$ cat src/rtl/mvm_accum_collect_if.sv
// Beat input and result output bundle for mvm_accum_collect.
// master drives beats and oready; slave is the collector.
interface mvm_accum_collect_if #(
    parameter int IWIDTH = 32,
    parameter int OWIDTH = 32,
    parameter int CNTW   = 5
);
    logic                     ivalid;
    logic signed [IWIDTH-1:0] idata;
    logic                     ifirst;
    logic                     ilast;
    logic [OWIDTH-1:0]        odata;
    logic                     ovalid;
    logic                     oready;
    logic [CNTW-1:0]          count;
    logic                     full;
    logic                     overflow;
    logic                     busy;

    modport master (
        output ivalid, idata, ifirst, ilast, oready,
        input  odata, ovalid, count, full, overflow, busy
    );

    modport slave (
        input  ivalid, idata, ifirst, ilast, oready,
        output odata, ovalid, count, full, overflow, busy
    );
endinterface

$ cat src/rtl/mvm_accum_collect.sv
// Row accumulator for one MVM output lane with a FWFT result FIFO.
// Upstream cannot stall, so a push into a full FIFO is dropped and flagged.
module mvm_accum_collect #(
    parameter int IWIDTH = 32,
    parameter int OWIDTH = 32,
    parameter int DEPTH  = 16,
    parameter int CNTW   = $clog2(DEPTH+1)
) (
    input  logic               clk,
    input  logic               rst,
    mvm_accum_collect_if.slave bus
);
    localparam int AW = $clog2(DEPTH);

    logic signed [OWIDTH-1:0] sum;
    logic signed [OWIDTH-1:0] acc_q, acc_d;
    logic [OWIDTH-1:0]        mem_q [DEPTH];
    logic [AW-1:0]            wptr_q, wptr_d;
    logic [AW-1:0]            rptr_q, rptr_d;
    logic [CNTW-1:0]          count_q, count_d;
    logic                     ovf_q, ovf_d;
    logic                     busy_q, busy_d;
    logic                     push, pop, wr_en;
    logic                     full_w, ovalid_w;

    assign sum      = OWIDTH'($signed(bus.idata));
    assign full_w   = (count_q == CNTW'(DEPTH));
    assign ovalid_w = (count_q != '0);
    assign pop      = ovalid_w & bus.oready;
    assign push     = bus.ivalid & bus.ilast;
    // A pop on the same edge frees the slot, so a full FIFO still accepts.
    assign wr_en    = push & (~full_w | pop);

    // Next-state for accumulator, row tracking, pointers and occupancy.
    always_comb begin
        acc_d   = acc_q;
        busy_d  = busy_q;
        wptr_d  = wptr_q;
        rptr_d  = rptr_q;
        count_d = count_q;
        ovf_d   = ovf_q | (push & full_w & ~pop);
        if (bus.ivalid) begin
            acc_d = bus.ifirst ? sum : acc_q + sum;
            if (bus.ilast)
                busy_d = 1'b0;
            else if (bus.ifirst)
                busy_d = 1'b1;
        end
        if (wr_en)
            wptr_d = wptr_q + AW'(1);
        if (pop)
            rptr_d = rptr_q + AW'(1);
        unique case ({wr_en, pop})
            2'b10:   count_d = count_q + CNTW'(1);
            2'b01:   count_d = count_q - CNTW'(1);
            default: count_d = count_q;
        endcase
    end

    // Result storage; contents are don't-care until written.
    always_ff @(posedge clk) begin
        if (wr_en)
            mem_q[wptr_q] <= acc_d;
    end

    // Control and accumulator state with synchronous reset.
    always_ff @(posedge clk) begin
        if (rst) begin
            acc_q   <= '0;
            busy_q  <= 1'b0;
            wptr_q  <= '0;
            rptr_q  <= '0;
            count_q <= '0;
            ovf_q   <= 1'b0;
        end else begin
            acc_q   <= acc_d;
            busy_q  <= busy_d;
            wptr_q  <= wptr_d;
            rptr_q  <= rptr_d;
            count_q <= count_d;
            ovf_q   <= ovf_d;
        end
    end

    assign bus.odata    = ovalid_w ? mem_q[rptr_q] : '0;
    assign bus.ovalid   = ovalid_w;
    assign bus.count    = count_q;
    assign bus.full     = full_w;
    assign bus.overflow = ovf_q;
    assign bus.busy     = busy_q;
endmodule

$ cat src/flat_wrapper.sv
// flat-port wrapper written by rule: the top's interface ports become plain ports
module mvm_accum_collect_flat 
#(
    parameter int IWIDTH = 32,
    parameter int OWIDTH = 32,
    parameter int DEPTH  = 16,
    parameter int CNTW   = $clog2(DEPTH+1)
)
  (clk, rst, bus_ivalid, bus_idata, bus_ifirst, bus_ilast, bus_oready, bus_odata, bus_ovalid, bus_count, bus_full, bus_overflow, bus_busy);
  mvm_accum_collect_if #(.IWIDTH(IWIDTH), .OWIDTH(OWIDTH), .CNTW(CNTW)) bus_i ();
  input  logic clk;
  input  logic rst;
  input wire logic [$bits(bus_i.ivalid)-1:0] bus_ivalid;
  input wire logic [$bits(bus_i.idata)-1:0] bus_idata;
  input wire logic [$bits(bus_i.ifirst)-1:0] bus_ifirst;
  input wire logic [$bits(bus_i.ilast)-1:0] bus_ilast;
  input wire logic [$bits(bus_i.oready)-1:0] bus_oready;
  output wire logic [$bits(bus_i.odata)-1:0] bus_odata;
  output wire logic [$bits(bus_i.ovalid)-1:0] bus_ovalid;
  output wire logic [$bits(bus_i.count)-1:0] bus_count;
  output wire logic [$bits(bus_i.full)-1:0] bus_full;
  output wire logic [$bits(bus_i.overflow)-1:0] bus_overflow;
  output wire logic [$bits(bus_i.busy)-1:0] bus_busy;
  assign bus_i.ivalid = bus_ivalid;
  assign bus_i.idata = bus_idata;
  assign bus_i.ifirst = bus_ifirst;
  assign bus_i.ilast = bus_ilast;
  assign bus_i.oready = bus_oready;
  assign bus_odata = bus_i.odata;
  assign bus_ovalid = bus_i.ovalid;
  assign bus_count = bus_i.count;
  assign bus_full = bus_i.full;
  assign bus_overflow = bus_i.overflow;
  assign bus_busy = bus_i.busy;
  mvm_accum_collect #(.IWIDTH(IWIDTH), .OWIDTH(OWIDTH), .DEPTH(DEPTH), .CNTW(CNTW)) u_core (.clk(clk), .rst(rst), .bus(bus_i));
endmodule
$ cat config.mk
export PLATFORM = sky130hd
export DESIGN_NAME = mvm_accum_collect_flat
export DESIGN_NICKNAME = d
export VERILOG_FILES = /design/src/rtl/mvm_accum_collect_if.sv /design/src/rtl/mvm_accum_collect.sv /design/src/flat_wrapper.sv
export SDC_FILE = /design/constraint.sdc
export NUM_CORES = 1
export LEC_CHECK = 0
export CORE_ASPECT_RATIO = 1.5
export CORE_MARGIN = 5
export CORE_UTILIZATION = 61
export DETAILED_ROUTE_END_ITERATION = 10
export PLACE_DENSITY = 0.79
export SYNTH_ARGS = -nofsm -noshare
export SYNTH_HDL_FRONTEND = slang
export SYNTH_SLANG_ARGS = --single-unit
$ cat constraint.sdc
create_clock -name clk -period 4.9 [get_ports clk]
set_input_delay 1.225 -clock clk [delete_from_list [all_inputs] [get_ports clk]]
set_output_delay 1.225 -clock clk [all_outputs]
set_load 0.1 [all_outputs]
==> summary.md <==
| Metric | Value |
|---|---|
| Hpwl dp | `31.5 mm` |
| Initial DRC Count | `1,358` |
| Unrepaired setup endpoints after global routing | `no` |
| Final hold vios | `0` |
| Mapped Nets | `1,383` |
| Outcome | `completed` |
| H-tree Lvls | `2` |
| Die Ht | `251 um` |
| Drt wl/cell | `29.0 um` |
| Post-Synth Adder-Cell Area | `2.23%` |
| Max-Cap Viols | `0` |
| Antenna violations before repair | `2` |
| Post-synthesis mux area share | `16.0%` |
| Part of the cycle the worst path needs | `94.4%` |
| Top cells by area, synth | `edfxtp_1, mux4_2, dfxtp_1` |
| Input/output buffers | `78` |
| Worst hold endpoint | `u_core.bus.overflow` |
| Synth async-reset ratio | `0%` |
| Final slew viol count | `0` |
| R2R cell count | `10` |
| Clock Skew | `0.0185 ns` |
| First-pass GRT wire length | `85.2 mm` |
| DRT Wirelength | `57.2 mm` |
| Core area | `38,400 sq um` |
| #FFs+latches synth | `563` |
| Peak VDD IR | `0.566 mV` |
| Fmax | `216 MHz` |
| LEAKAGE | `8.89 nW` |
| Routed metal-1 wirelength | `20.5 mm` |
| Netlist Area Pre-Place | `23,600 sq um` |
| Top Ports | `79` |
| Setup-failing EPs final | `0` |
| Critical Path Fanout Max | `16` |
| Setup repair bufs after CTS | `0` |
| Top-area cell type share of the netlist area | `65.1%` |
| Register-to-register setup slack | `1.07 ns` |
| Clock Latency Late Sink | `0.57 ns` |
| FF-to-FF Start | `u_core.acc_q[4]` |
| CP Capture Type | `flop` |
| Worst hold path depth | `2` |
| Final std cells w/o fill | `1,973` |
| Largest family of logic cells by synthesized area | `multiplexers` |
| FF-to-FF End | `u_core.mem_q[11][23]` |
| Synth-to-Final Area Change | `13.9%` |
| GRT overflow | `0` |
| PD cells | `495 nW/um^2` |
| Met3 WL post-DR | `4.19 mm` |
| Post-Synth Simple-Gate Area | `5.01%` |
| Vias per inst | `6.59` |
| HP Start | `u_core.bus.overflow` |
| Pin count of the biggest net entering global routing | `51` |
| Final #Nets | `1,517` |
| CP startpoint kind | `primary input` |
| Vias in the first global route | `13,500` |
| Seq/Total Area, Yosys | `69.4%` |
| Post-synth top cells | `edfxtp_1, mux4_2, nor2_1` |
| DR vias | `13,000` |
| Clock sinks | `563` |
| Routability Congestion | `0.928` |
| Most common cell in the synthesized netlist | `edfxtp_1` |
| XOR/XNOR Fraction of Synth Area | `1.19%` |
| CTS root buf | `clkbuf_16` |
| Kind of critical path | `primary input to flop` |
| Placed cell count | `1,882` |
| Top_reg_cell synth | `edfxtp_1` |
| Max Used Layer | `met4` |
| Overall power | `13.3 mW` |
| Max_slew headroom | `6.86%` |
| Synthesized instance count | `1,304` |
| Data required, critical path | `5.08 ns` |
| Arrival time at the worst endpoint | `4.80 ns` |
| EDFF count, synth | `512` |
| Synth Area in Compound Gates | `4.65%` |
| Mapped Avg Cell Area | `18.1 sq um` |
| TritonCTS buffer count | `49` |
| Yosys top cell by area | `edfxtp_1` |
| Layout cells sized above 1 | `24.9%` |
| Post-route DRC | `0` |
| CTS tree | `built` |
| Yosys warning count | `0` |
| CTS Buffer Depth | `3` |
| Minimum clock period after layout | `4.62 ns` |
| Distinct cell type count after synthesis | `60` |
| Pre-antenna DRT Iters | `5` |
| Site Rows | `88` |
| Reg clk slew, reported paths | `0.06 ns` |
| Routed wl met2 | `30.6 mm` |
| Total die area | `42,900 sq um` |
| Antenna Nets Post-Route | `0` |
| Initial Util | `61.5%` |
| Worst-Margin Slew | `1.40 ns` |
| GRT Resource Usage Total | `27.2%` |
| Die X | `171 um` |
| Final Util | `70.1%` |
| Cts repair resizes | `0` |
| N_diodes | `0` |
| CTS Hold Bufs | `0` |
| Worst hold path type | `flop to flop` |
-- worst max-delay path, stage by stage --
cell	delay, ns
clkdlybuf4s50_1	0.44
ha_1	0.38
nand2_2	0.08
or3_1	0.41
a31o_1	0.23
and2_4	0.14
o41a_1	0.50
xor2_1	0.17
nor2_1	0.09
a21oi_1	0.07
a21oi_1	1.05
-- how the worst max path moves through the flow --
stage / from / to / depth (start not counted)
after floorplan: bus_ivalid / u_core.mem_q[7][0] / 5
after global placement: bus_idata[7] / u_core.mem_q[12][24] / 13
after detailed placement: bus_idata[0] / u_core.mem_q[3][22] / 12
after CTS: bus_idata[0] / u_core.mem_q[3][22] / 12
after global routing: bus_idata[4] / u_core.mem_q[11][23] / 11
final: bus_idata[4] / u_core.mem_q[11][23] / 11
-- cell usage in the layout, fill, tap and decap left out, types with 15 or more instances in the layout --
master / n
a211oi_1: 15
a21o_1: 16
a21oi_1: 74
and2_1: 49
buf_4: 93
clkbuf_16: 51
clkdlybuf4s50_1: 44
dfxtp_1: 47
edfxtp_1: 512
ha_1: 39
inv_1: 17
mux4_2: 160
nand2_1: 33
nor2_1: 76
o21ai_0: 26
xor2_1: 18
-- metal layers --
metal  GRT usage [%]  vias to the layer above
li1                -                     5541
met1            35.7                     6683
met2            47.8                      662
met3            3.43                      115
met4            8.74                        0
met5               0                        -
-- final cells by class --
cell class | instances | area, sq um
clock inverter | 29 | 244
timing repair buffer | 148 | 1330
sequential | 563 | 16400
inverter | 17 | 63.8
multi-input combinational | 659 | 6940
fill | 2334 | 11500
clock buffer | 62 | 1320
tap | 495 | 619
-- flip-flops by register name, indices dropped and copies added (netlist names), named ones only --
register	cells
u_core.mem_q	512
u_core.acc_q	32
u_core.bus.count	5
u_core.rptr_q	4
u_core.wptr_q	4
u_core.bus.busy	1
u_core.bus.overflow	1
-- power breakdown --
part	leakage [nW]	internal [mW]	switching (mW)
registers	5.06	5.43	0.0998
logic	3.07	1.16	2.83
clock network	0.757	2.12	1.68
-- through the flow --
stage                     TNS (ns)  area (sq um)  hold WS [ns]  worst slack (ns)
after floorplan                  0         23600         0.459             0.313
after global placement       -7.02         25300         0.456            -0.154
after detailed placement    -23.69         25300         0.481            -0.256
after CTS                        0         26900         0.505             0.188
after global routing             0         26900         0.520            0.0499
final                            0         26900         0.500             0.275
-- cell families (layout without fill, tap and decap cells) --
logic type,after synthesis,count (layout)
xor+xnor,32,32
compound gates,175,175
buf+inv,82,256
fa+ha+maj,41,41
simple gates,234,234
mux,177,177
flops,563,563
(Power assumes the default switching activity.)
